**src/rtl/calc_tile_r_max_pkg.sv**
```systemverilog
// Shared definitions for the tile_R_max calculator: kernel encoding,
// stride legality, KH lookup, default buffer sizing and divider length.
// Optional build macro: CALC_TILE_R_EVEN_EN (used in calc_tile_r_max.sv).
package calc_tile_pkg;

  typedef enum logic [1:0] {
    KS_PW  = 2'd1,
    KS_DW3 = 2'd2
  } ks_e;

  typedef enum logic [1:0] {
    ST_IDLE,
    ST_OPER,
    ST_DIV,
    ST_FIN
  } calc_state_e;

  localparam logic [1:0] STRIDE_MIN = 2'd1;
  localparam logic [1:0] STRIDE_MAX = 2'd2;

  localparam int GLB_BYTES_DEF   = 65536;
  localparam int PSUM_BYTES_DEF  = 2;
  localparam int R_MAX_LIMIT_DEF = 127;

  localparam int DIV_W     = 17;
  localparam int DIV_ITERS = 17;

  // Kernel height for a kernel_size code; 0 marks an illegal code.
  function automatic logic [1:0] kh_of(input logic [1:0] ks);
    case (ks)
      2'd1:    kh_of = 2'd1;
      2'd2:    kh_of = 2'd3;
      default: kh_of = 2'd0;
    endcase
  endfunction

  function automatic logic stride_ok(input logic [1:0] s);
    stride_ok = (s >= STRIDE_MIN) && (s <= STRIDE_MAX);
  endfunction

endpackage

```
**src/rtl/calc_tile_r_max_if.sv**
```systemverilog
// Request/response bundle of the tile_R_max calculator.
interface calc_tile_r_max_if;
  logic       start;
  logic [1:0] kernel_size;
  logic [1:0] stride;
  logic [6:0] padded_C;
  logic [6:0] tile_D;
  logic [6:0] tile_K;
  logic [6:0] out_C;
  logic       busy;
  logic       done;
  logic [6:0] tile_R_max;
  logic       cfg_err;

  modport master (
    output start, kernel_size, stride, padded_C, tile_D, tile_K, out_C,
    input  busy, done, tile_R_max, cfg_err
  );

  modport slave (
    input  start, kernel_size, stride, padded_C, tile_D, tile_K, out_C,
    output busy, done, tile_R_max, cfg_err
  );
endinterface

```
**src/rtl/calc_tile_r_max_tile_div_u.sv**
```systemverilog
// Restoring unsigned divider, one quotient bit per iterate cycle.
// After load plus W iterate cycles, quotient holds floor(dividend/divisor).
module tile_div_u
  import calc_tile_pkg::*;
#(
  parameter int W = DIV_W
) (
  input  logic         clk,
  input  logic         rst,
  input  logic         load,
  input  logic         iter,
  input  logic [W-1:0] dividend,
  input  logic [W-1:0] divisor,
  output logic [W-1:0] quotient
);

  logic [W:0]   rem_q;
  logic [W-1:0] quo_q;
  logic [W-1:0] div_q;
  logic [W:0]   shl;

  // Partial remainder shifted left with the next dividend bit brought in.
  always_comb shl = {rem_q[W-1:0], quo_q[W-1]};

  // Load operands or perform one restoring step.
  always_ff @(posedge clk or posedge rst) begin
    if (rst) begin
      rem_q <= '0;
      quo_q <= '0;
      div_q <= '0;
    end else if (load) begin
      rem_q <= '0;
      quo_q <= dividend;
      div_q <= divisor;
    end else if (iter) begin
      if (shl >= {1'b0, div_q}) begin
        rem_q <= shl - {1'b0, div_q};
        quo_q <= {quo_q[W-2:0], 1'b1};
      end else begin
        rem_q <= shl;
        quo_q <= {quo_q[W-2:0], 1'b0};
      end
    end
  end

  assign quotient = quo_q;

endmodule

```
**src/rtl/calc_tile_r_max.sv**
```systemverilog
// tile_R_max calculator: largest output-row count per tile that fits the GLB.
// Build macro CALC_TILE_R_EVEN_EN: round results >=2 down to an even value.
//
// state   | meaning
// IDLE    | waiting for start
// OPER    | operands computed, divider loaded
// DIV     | 17 restoring-division iterations
// FIN     | clamp, register result, pulse done
module calc_tile_r_max
  import calc_tile_pkg::*;
#(
  parameter int GLB_BYTES   = GLB_BYTES_DEF,
  parameter int PSUM_BYTES  = PSUM_BYTES_DEF,
  parameter int R_MAX_LIMIT = R_MAX_LIMIT_DEF
) (
  input logic               clk,
  input logic               rst,
  calc_tile_r_max_if.slave  bus
);

  calc_state_e state_q, state_d;
  logic        accept, div_load, div_iter, finish;
  logic [4:0]  cnt_q;

  logic [1:0]  ks_q, stride_q;
  logic [6:0]  pc_q, d_q, k_q, oc_q;
  logic        err_pre_q;

  logic        done_q, err_q;
  logic [6:0]  r_q;

  logic [1:0]         kh;
  logic               is_pw;
  logic [6:0]         oc_sel;
  logic [13:0]        w, in_row;
  logic signed [19:0] khs, num;
  logic [19:0]        den;
  logic               cfg_bad, zero_dim, num_ok, den_ok, err_pre_d;
  logic [DIV_W-1:0]   div_num, div_den, quo;

  logic [6:0]  clamped, r_fin;
  logic        err_fin;

  // State register.
  always_ff @(posedge clk or posedge rst) begin
    if (rst) state_q <= ST_IDLE;
    else     state_q <= state_d;
  end

  // Next-state and per-state control strobes.
  always_comb begin
    state_d  = state_q;
    accept   = 1'b0;
    div_load = 1'b0;
    div_iter = 1'b0;
    finish   = 1'b0;
    case (state_q)
      ST_IDLE: if (bus.start) begin
        accept  = 1'b1;
        state_d = ST_OPER;
      end
      ST_OPER: begin
        div_load = 1'b1;
        state_d  = ST_DIV;
      end
      ST_DIV: begin
        div_iter = 1'b1;
        if (cnt_q == 5'd0) state_d = ST_FIN;
      end
      ST_FIN: begin
        finish  = 1'b1;
        state_d = ST_IDLE;
      end
      default: state_d = ST_IDLE;
    endcase
  end

  // Iteration down-counter; terminal count ends the DIV phase.
  always_ff @(posedge clk or posedge rst) begin
    if (rst)                            cnt_q <= '0;
    else if (div_load)                  cnt_q <= 5'(DIV_ITERS - 1);
    else if (div_iter && cnt_q != 5'd0) cnt_q <= cnt_q - 5'd1;
  end

  // Capture request fields on the accept edge.
  always_ff @(posedge clk or posedge rst) begin
    if (rst) begin
      ks_q     <= '0;
      stride_q <= '0;
      pc_q     <= '0;
      d_q      <= '0;
      k_q      <= '0;
      oc_q     <= '0;
    end else if (accept) begin
      ks_q     <= bus.kernel_size;
      stride_q <= bus.stride;
      pc_q     <= bus.padded_C;
      d_q      <= bus.tile_D;
      k_q      <= bus.tile_K;
      oc_q     <= bus.out_C;
    end
  end

  // Operand computation: numerator is signed because (KH - stride) can be -1.
  always_comb begin
    kh       = kh_of(ks_q);
    is_pw    = (ks_q == KS_PW);
    oc_sel   = is_pw ? k_q : d_q;
    w        = is_pw ? 14'(d_q) * 14'(k_q) : 14'(d_q) * 14'd9;
    in_row   = 14'(pc_q) * 14'(d_q);
    khs      = $signed(20'(kh)) - $signed(20'(stride_q));
    num      = $signed(20'(GLB_BYTES)) - $signed(20'(w)) - khs * $signed(20'(in_row));
    den      = 20'(stride_q) * 20'(in_row)
             + 20'(PSUM_BYTES) * 20'(oc_q) * 20'(oc_sel);
    cfg_bad  = (kh == 2'd0) || !stride_ok(stride_q);
    zero_dim = (pc_q == 7'd0) || (d_q == 7'd0) || (oc_q == 7'd0) || (is_pw && k_q == 7'd0);
    num_ok   = !num[19] && (num != 20'sd0) && (num[19:17] == 3'd0);
    den_ok   = (den != 20'd0) && (den[19:17] == 3'd0);
    err_pre_d = cfg_bad || zero_dim || !num_ok || !den_ok;
    div_num  = num_ok ? num[16:0] : '0;
    div_den  = den_ok ? den[16:0] : 17'd1;
  end

  // Early error flag captured alongside the divider load.
  always_ff @(posedge clk or posedge rst) begin
    if (rst)           err_pre_q <= 1'b0;
    else if (div_load) err_pre_q <= err_pre_d;
  end

  tile_div_u #(.W(DIV_W)) u_div (
    .clk      (clk),
    .rst      (rst),
    .load     (div_load),
    .iter     (div_iter),
    .dividend (div_num),
    .divisor  (div_den),
    .quotient (quo)
  );

  // Clamp, optional even rounding, and error folding of the quotient.
  always_comb begin
    clamped = (quo > DIV_W'(R_MAX_LIMIT)) ? 7'(R_MAX_LIMIT) : quo[6:0];
`ifdef CALC_TILE_R_EVEN_EN
    r_fin = (clamped >= 7'd2) ? {clamped[6:1], 1'b0} : clamped;
`else
    r_fin = clamped;
`endif
    err_fin = err_pre_q || (quo == '0);
  end

  // Result registers; only the finishing cycle updates them.
  always_ff @(posedge clk or posedge rst) begin
    if (rst) begin
      done_q <= 1'b0;
      r_q    <= '0;
      err_q  <= 1'b0;
    end else begin
      done_q <= finish;
      if (finish) begin
        r_q   <= err_fin ? 7'd0 : r_fin;
        err_q <= err_fin;
      end
    end
  end

  assign bus.busy       = (state_q != ST_IDLE);
  assign bus.done       = done_q;
  assign bus.tile_R_max = r_q;
  assign bus.cfg_err    = err_q;

endmodule

```
**src/flat_wrapper.sv**
```systemverilog
// flat-port wrapper written by rule: the top's interface ports become plain ports
module calc_tile_r_max_flat import calc_tile_pkg::*;
#(
  parameter int GLB_BYTES   = GLB_BYTES_DEF,
  parameter int PSUM_BYTES  = PSUM_BYTES_DEF,
  parameter int R_MAX_LIMIT = R_MAX_LIMIT_DEF
)
  (clk, rst, bus_start, bus_kernel_size, bus_stride, bus_padded_C, bus_tile_D, bus_tile_K, bus_out_C, bus_busy, bus_done, bus_tile_R_max, bus_cfg_err);
  calc_tile_r_max_if bus_i ();
  input logic clk;
  input logic rst;
  input wire logic [$bits(bus_i.start)-1:0] bus_start;
  input wire logic [$bits(bus_i.kernel_size)-1:0] bus_kernel_size;
  input wire logic [$bits(bus_i.stride)-1:0] bus_stride;
  input wire logic [$bits(bus_i.padded_C)-1:0] bus_padded_C;
  input wire logic [$bits(bus_i.tile_D)-1:0] bus_tile_D;
  input wire logic [$bits(bus_i.tile_K)-1:0] bus_tile_K;
  input wire logic [$bits(bus_i.out_C)-1:0] bus_out_C;
  output wire logic [$bits(bus_i.busy)-1:0] bus_busy;
  output wire logic [$bits(bus_i.done)-1:0] bus_done;
  output wire logic [$bits(bus_i.tile_R_max)-1:0] bus_tile_R_max;
  output wire logic [$bits(bus_i.cfg_err)-1:0] bus_cfg_err;
  assign bus_i.start = bus_start;
  assign bus_i.kernel_size = bus_kernel_size;
  assign bus_i.stride = bus_stride;
  assign bus_i.padded_C = bus_padded_C;
  assign bus_i.tile_D = bus_tile_D;
  assign bus_i.tile_K = bus_tile_K;
  assign bus_i.out_C = bus_out_C;
  assign bus_busy = bus_i.busy;
  assign bus_done = bus_i.done;
  assign bus_tile_R_max = bus_i.tile_R_max;
  assign bus_cfg_err = bus_i.cfg_err;
  calc_tile_r_max #(.GLB_BYTES(GLB_BYTES), .PSUM_BYTES(PSUM_BYTES), .R_MAX_LIMIT(R_MAX_LIMIT)) u_core (.clk(clk), .rst(rst), .bus(bus_i));
endmodule
```
**config.mk**
```make
export PLATFORM = sky130hd
export DESIGN_NAME = calc_tile_r_max_flat
export DESIGN_NICKNAME = d
export VERILOG_FILES = /design/src/rtl/calc_tile_r_max_pkg.sv /design/src/rtl/calc_tile_r_max_if.sv /design/src/rtl/calc_tile_r_max_tile_div_u.sv /design/src/rtl/calc_tile_r_max.sv /design/src/flat_wrapper.sv
export SDC_FILE = /design/constraint.sdc
export NUM_CORES = 1
export LEC_CHECK = 0
export CAP_MARGIN = 20
export CORE_AREA = 2 2 149 151
export DETAILED_ROUTE_END_ITERATION = 10
export DIE_AREA = 0 0 151 153
export GPL_TIMING_DRIVEN = 0
export PLACE_DENSITY = 0.94
export SYNTH_ARGS = -nofsm -noshare
export SYNTH_HDL_FRONTEND = slang
export SYNTH_SLANG_ARGS = --single-unit
```
**constraint.sdc**
```tcl
create_clock -name clk -period 13.5 [get_ports clk]
set_input_delay 2.7 -clock clk [delete_from_list [all_inputs] [get_ports clk]]
set_output_delay 2.7 -clock clk [all_outputs]
set_load 0.01 [all_outputs]
```
==> results.py <==
metrics = {
    "floorplan": {
        "core_area_sq_um": 21500,
        "pin_count": 45,
        "die_width_um": 151,
        "start_util_pct": 63.9,
        "row_count": 54,
        "fp.dieH_um": 153,
        "die_area_sq_um": 23100,
    },
    "clock_network": {
        "cts_tree": "done",
        "cts_resized": 0,
        "cts_sinks": 100,
        "clk_path_buf_depth": 2,
        "clk_pin_slew_ns": 0.09,
        "post-cts-setup-buffers": 0,
        "cts_max_level": 3,
        "clk_latency_ns": 0.38,
        "cts_hold_buf": 0,
        "cts-root-buf": "clkbuf_16",
        "cts_buffers": 9,
    },
    "synth": {
        "syn-num-nets": 1898,
        "synth_area_sq_um": 13700,
        "postSynthAreaPerCell_sq_um": 8.76,
        "netlist.area_leader.share_pct": 18.2,
        "netlist-cell-type-count": 72,
        "yosysSeqAreaShare_pct": 18.2,
        "ys.flop_type": "dfrtp_1",
        "yosysWarnings": 0,
        "synth_cells": 1567,
        "synthTopCellsByArea": "dfrtp_1, fa_1, ha_1, inv_1, and2_1",
        "synth_seq_cells": 100,
        "yosysTopAreaCell": "dfrtp_1",
        "async_flop_share_pct": 100,
        "synth-edff-count": 0,
    },
    "timing": {
        "rsz0062_at_grt": "no",
        "fmax_mhz": 98.0,
        "finalSetupViolations": 0,
        "slew_viol_final": 0,
        "max_slew_margin_pct": 44.5,
        "hold_violations": 0,
        "worst_slew_pin_slew_ns": 0.833,
        "fin_crit_ns": 10.20,
        "timing.final.crit_share_pct": 75.6,
        "setup_tns_ns": 0,
        "finClkSkew_ns": 0.0121,
    },
    "detailed_routing": {
        "antenna_left": 0,
        "drt_wl_total_um": 34700,
        "vias": 11500,
        "drt_iter0_drc": 752,
        "routed_via_density": 6.05,
        "wl_per_cell_um": 18.2,
        "firstDrtPassIters": 7,
        "post-route-drc-count": 0,
    },
    "grt": {
        "grt_pass1_wl_um": 57100,
        "grtUsageMet2_pct": 52.6,
        "grtUsageMet3_pct": 5.46,
        "grt.met1_usage_pct": 36.7,
        "antenna_found_initial": 0,
        "grt_max_degree": 74,
        "grt_usage_pct": 30.9,
        "grt_pass1_vias": 12100,
        "grt-ovfl-total": 0,
        "grt_most_used_layer": "met2",
    },
    "min_path": {
        "hp-class": "reg -> reg",
    },
    "final_layout": {
        "nets": 1954,
        "area_growth_pct": 8.31,
        "layout_commonest_cell": "inv_1",
        "fillCellCount": 1480,
        "final_cell_mix": "inv_1, ha_1, nand2_1",
        "drive_above_1_share_pct": 5.10,
        "n_antenna_cell": 0,
        "final_cells": 1908,
        "multiInputGateArea_sq_um": 10200,
        "seq_area_sq_um": 2500,
    },
    "worst_setup_path": {
        "criticalPathCategory": "reg -> reg",
        "crit_path_end_kind": "flip-flop",
        "cp_common_cell": "fa_1",
        "worstPathMaxFanout": 10,
        "slowest_delay_ns": 0.55,
        "required_ns": 13.75,
        "startpoint_type": "flip-flop",
        "worstPathArrival_ns": 10.46,
        "slowest_stage": "buf_1",
    },
    "place": {
        "dp.cells": 1892,
        "dp_hpwl_um": 27400,
        "port_buffers": 44,
        "gp_congestion": 0.935,
    },
    "status": {
        "outcome": "completed",
    },
    "job": {
        "cap_viol_max_count": 0,
    },
}
-- registers in the layout, indices dropped and copies added, names as in the netlist, 7 cells and up --
register,count
u_core.u_div.div_q,17
u_core.u_div.quotient,17
u_core.u_div.rem_q,17
u_core.bus.tile_R_max,7
u_core.d_q,7
u_core.k_q,7
u_core.oc_q,7
u_core.pc_q,7
-- area by class of cell --
| class | instances | area share [%] |
|---|---|---|
| Multi-Input combinational cell | 1189 | 68.4 |
| Sequential cell | 100 | 16.8 |
| Inverter | 228 | 5.77 |
| Timing Repair Buffer | 45 | 3.15 |
| Tap cell | 280 | 2.36 |
| Clock buffer | 9 | 1.51 |
| Buffer | 50 | 1.40 |
| Clock inverter | 7 | 0.639 |
-- path summary, 6_finish.rpt --
kind | startpoint | to | slack [ns] | cells past startpoint
setup / recovery | u_core.ks_q[1] | u_core.err_pre_q | 3.30 | 32
hold / removal | u_core.u_div.div_q[0] | u_core.u_div.div_q[0] | 0.50 | 1
setup reg to reg | u_core.ks_q[1] | u_core.err_pre_q | 3.30 | 32
hold reg to reg | u_core.u_div.div_q[0] | u_core.u_div.div_q[0] | 0.50 | 1
max in group asynchronous | rst | u_core.oc_q[1] | 10.14 | 3
min in group asynchronous | rst | u_core.bus.done | 2.66 | 2
-- cells in the mapped netlist (all sizes together), types with 8 or more instances --
cell,count
a21oi,77
clkbuf,41
nor3,21
fa,117
xor2,32
xnor2,50
o2bb2ai,8
ha,179
nor2,84
inv,228
o22ai,12
nor4,11
buf,9
a21o,27
a31oi,9
nand3,34
nor2b,30
mux2,46
or4,11
and2,109
nand2b,21
nand2,138
a21boi,8
dfrtp,100
mux2i,20
o21ai,52
-- metal layers --
metal  part of all wire (%)  vias up
met2                     50      519
met1                     39     5561
met3                    6.4      155
met5                      0        -
met4                    5.3        0
li1                       -     5314
-- worst max-delay path, delay by kind of cell (launching register included) --
family	cells	cell delay [ns]
AND/OR/NAND/NOR	6	2.02
AO/OA/AOI/OAI	10	1.84
adder cells (fa/ha/maj)	8	3.47
flip-flops	1	0.41
multiplexers	2	0.70
buffers and inverters	6	1.60
-- through the flow --
stage | util (%) | hold slack (ns) | worst slack, ns | cell area (sq um)
after floorplan | - | 0.460 | 4.82 | 13700
after global placement | 67.6 | 0.463 | 3.81 | 14500
after detailed placement | 67.7 | 0.479 | 3.48 | 14600
after CTS | 69.2 | 0.496 | 3.39 | 14900
after global routing | 69.2 | 0.517 | 2.85 | 14900
final | 69.2 | 0.502 | 3.30 | 14900
-- logic make-up (layout without fill, tap and decap cells) --
kind of cell    after synthesis  count (layout)  synth area share (%)
simple gates                493             493                  18.3
fa+ha+maj                   296             296                  33.4
buf+inv                     278             339                  7.74
compound gates              252             252                  11.9
flops                       100             100                  18.2
xor+xnor                     82              82                  5.23
mux                          66              66                  5.23
Power is left out: the tool's default activity adds up to more than one toggle a clock period on the data nets, which glitch-free logic cannot reach.
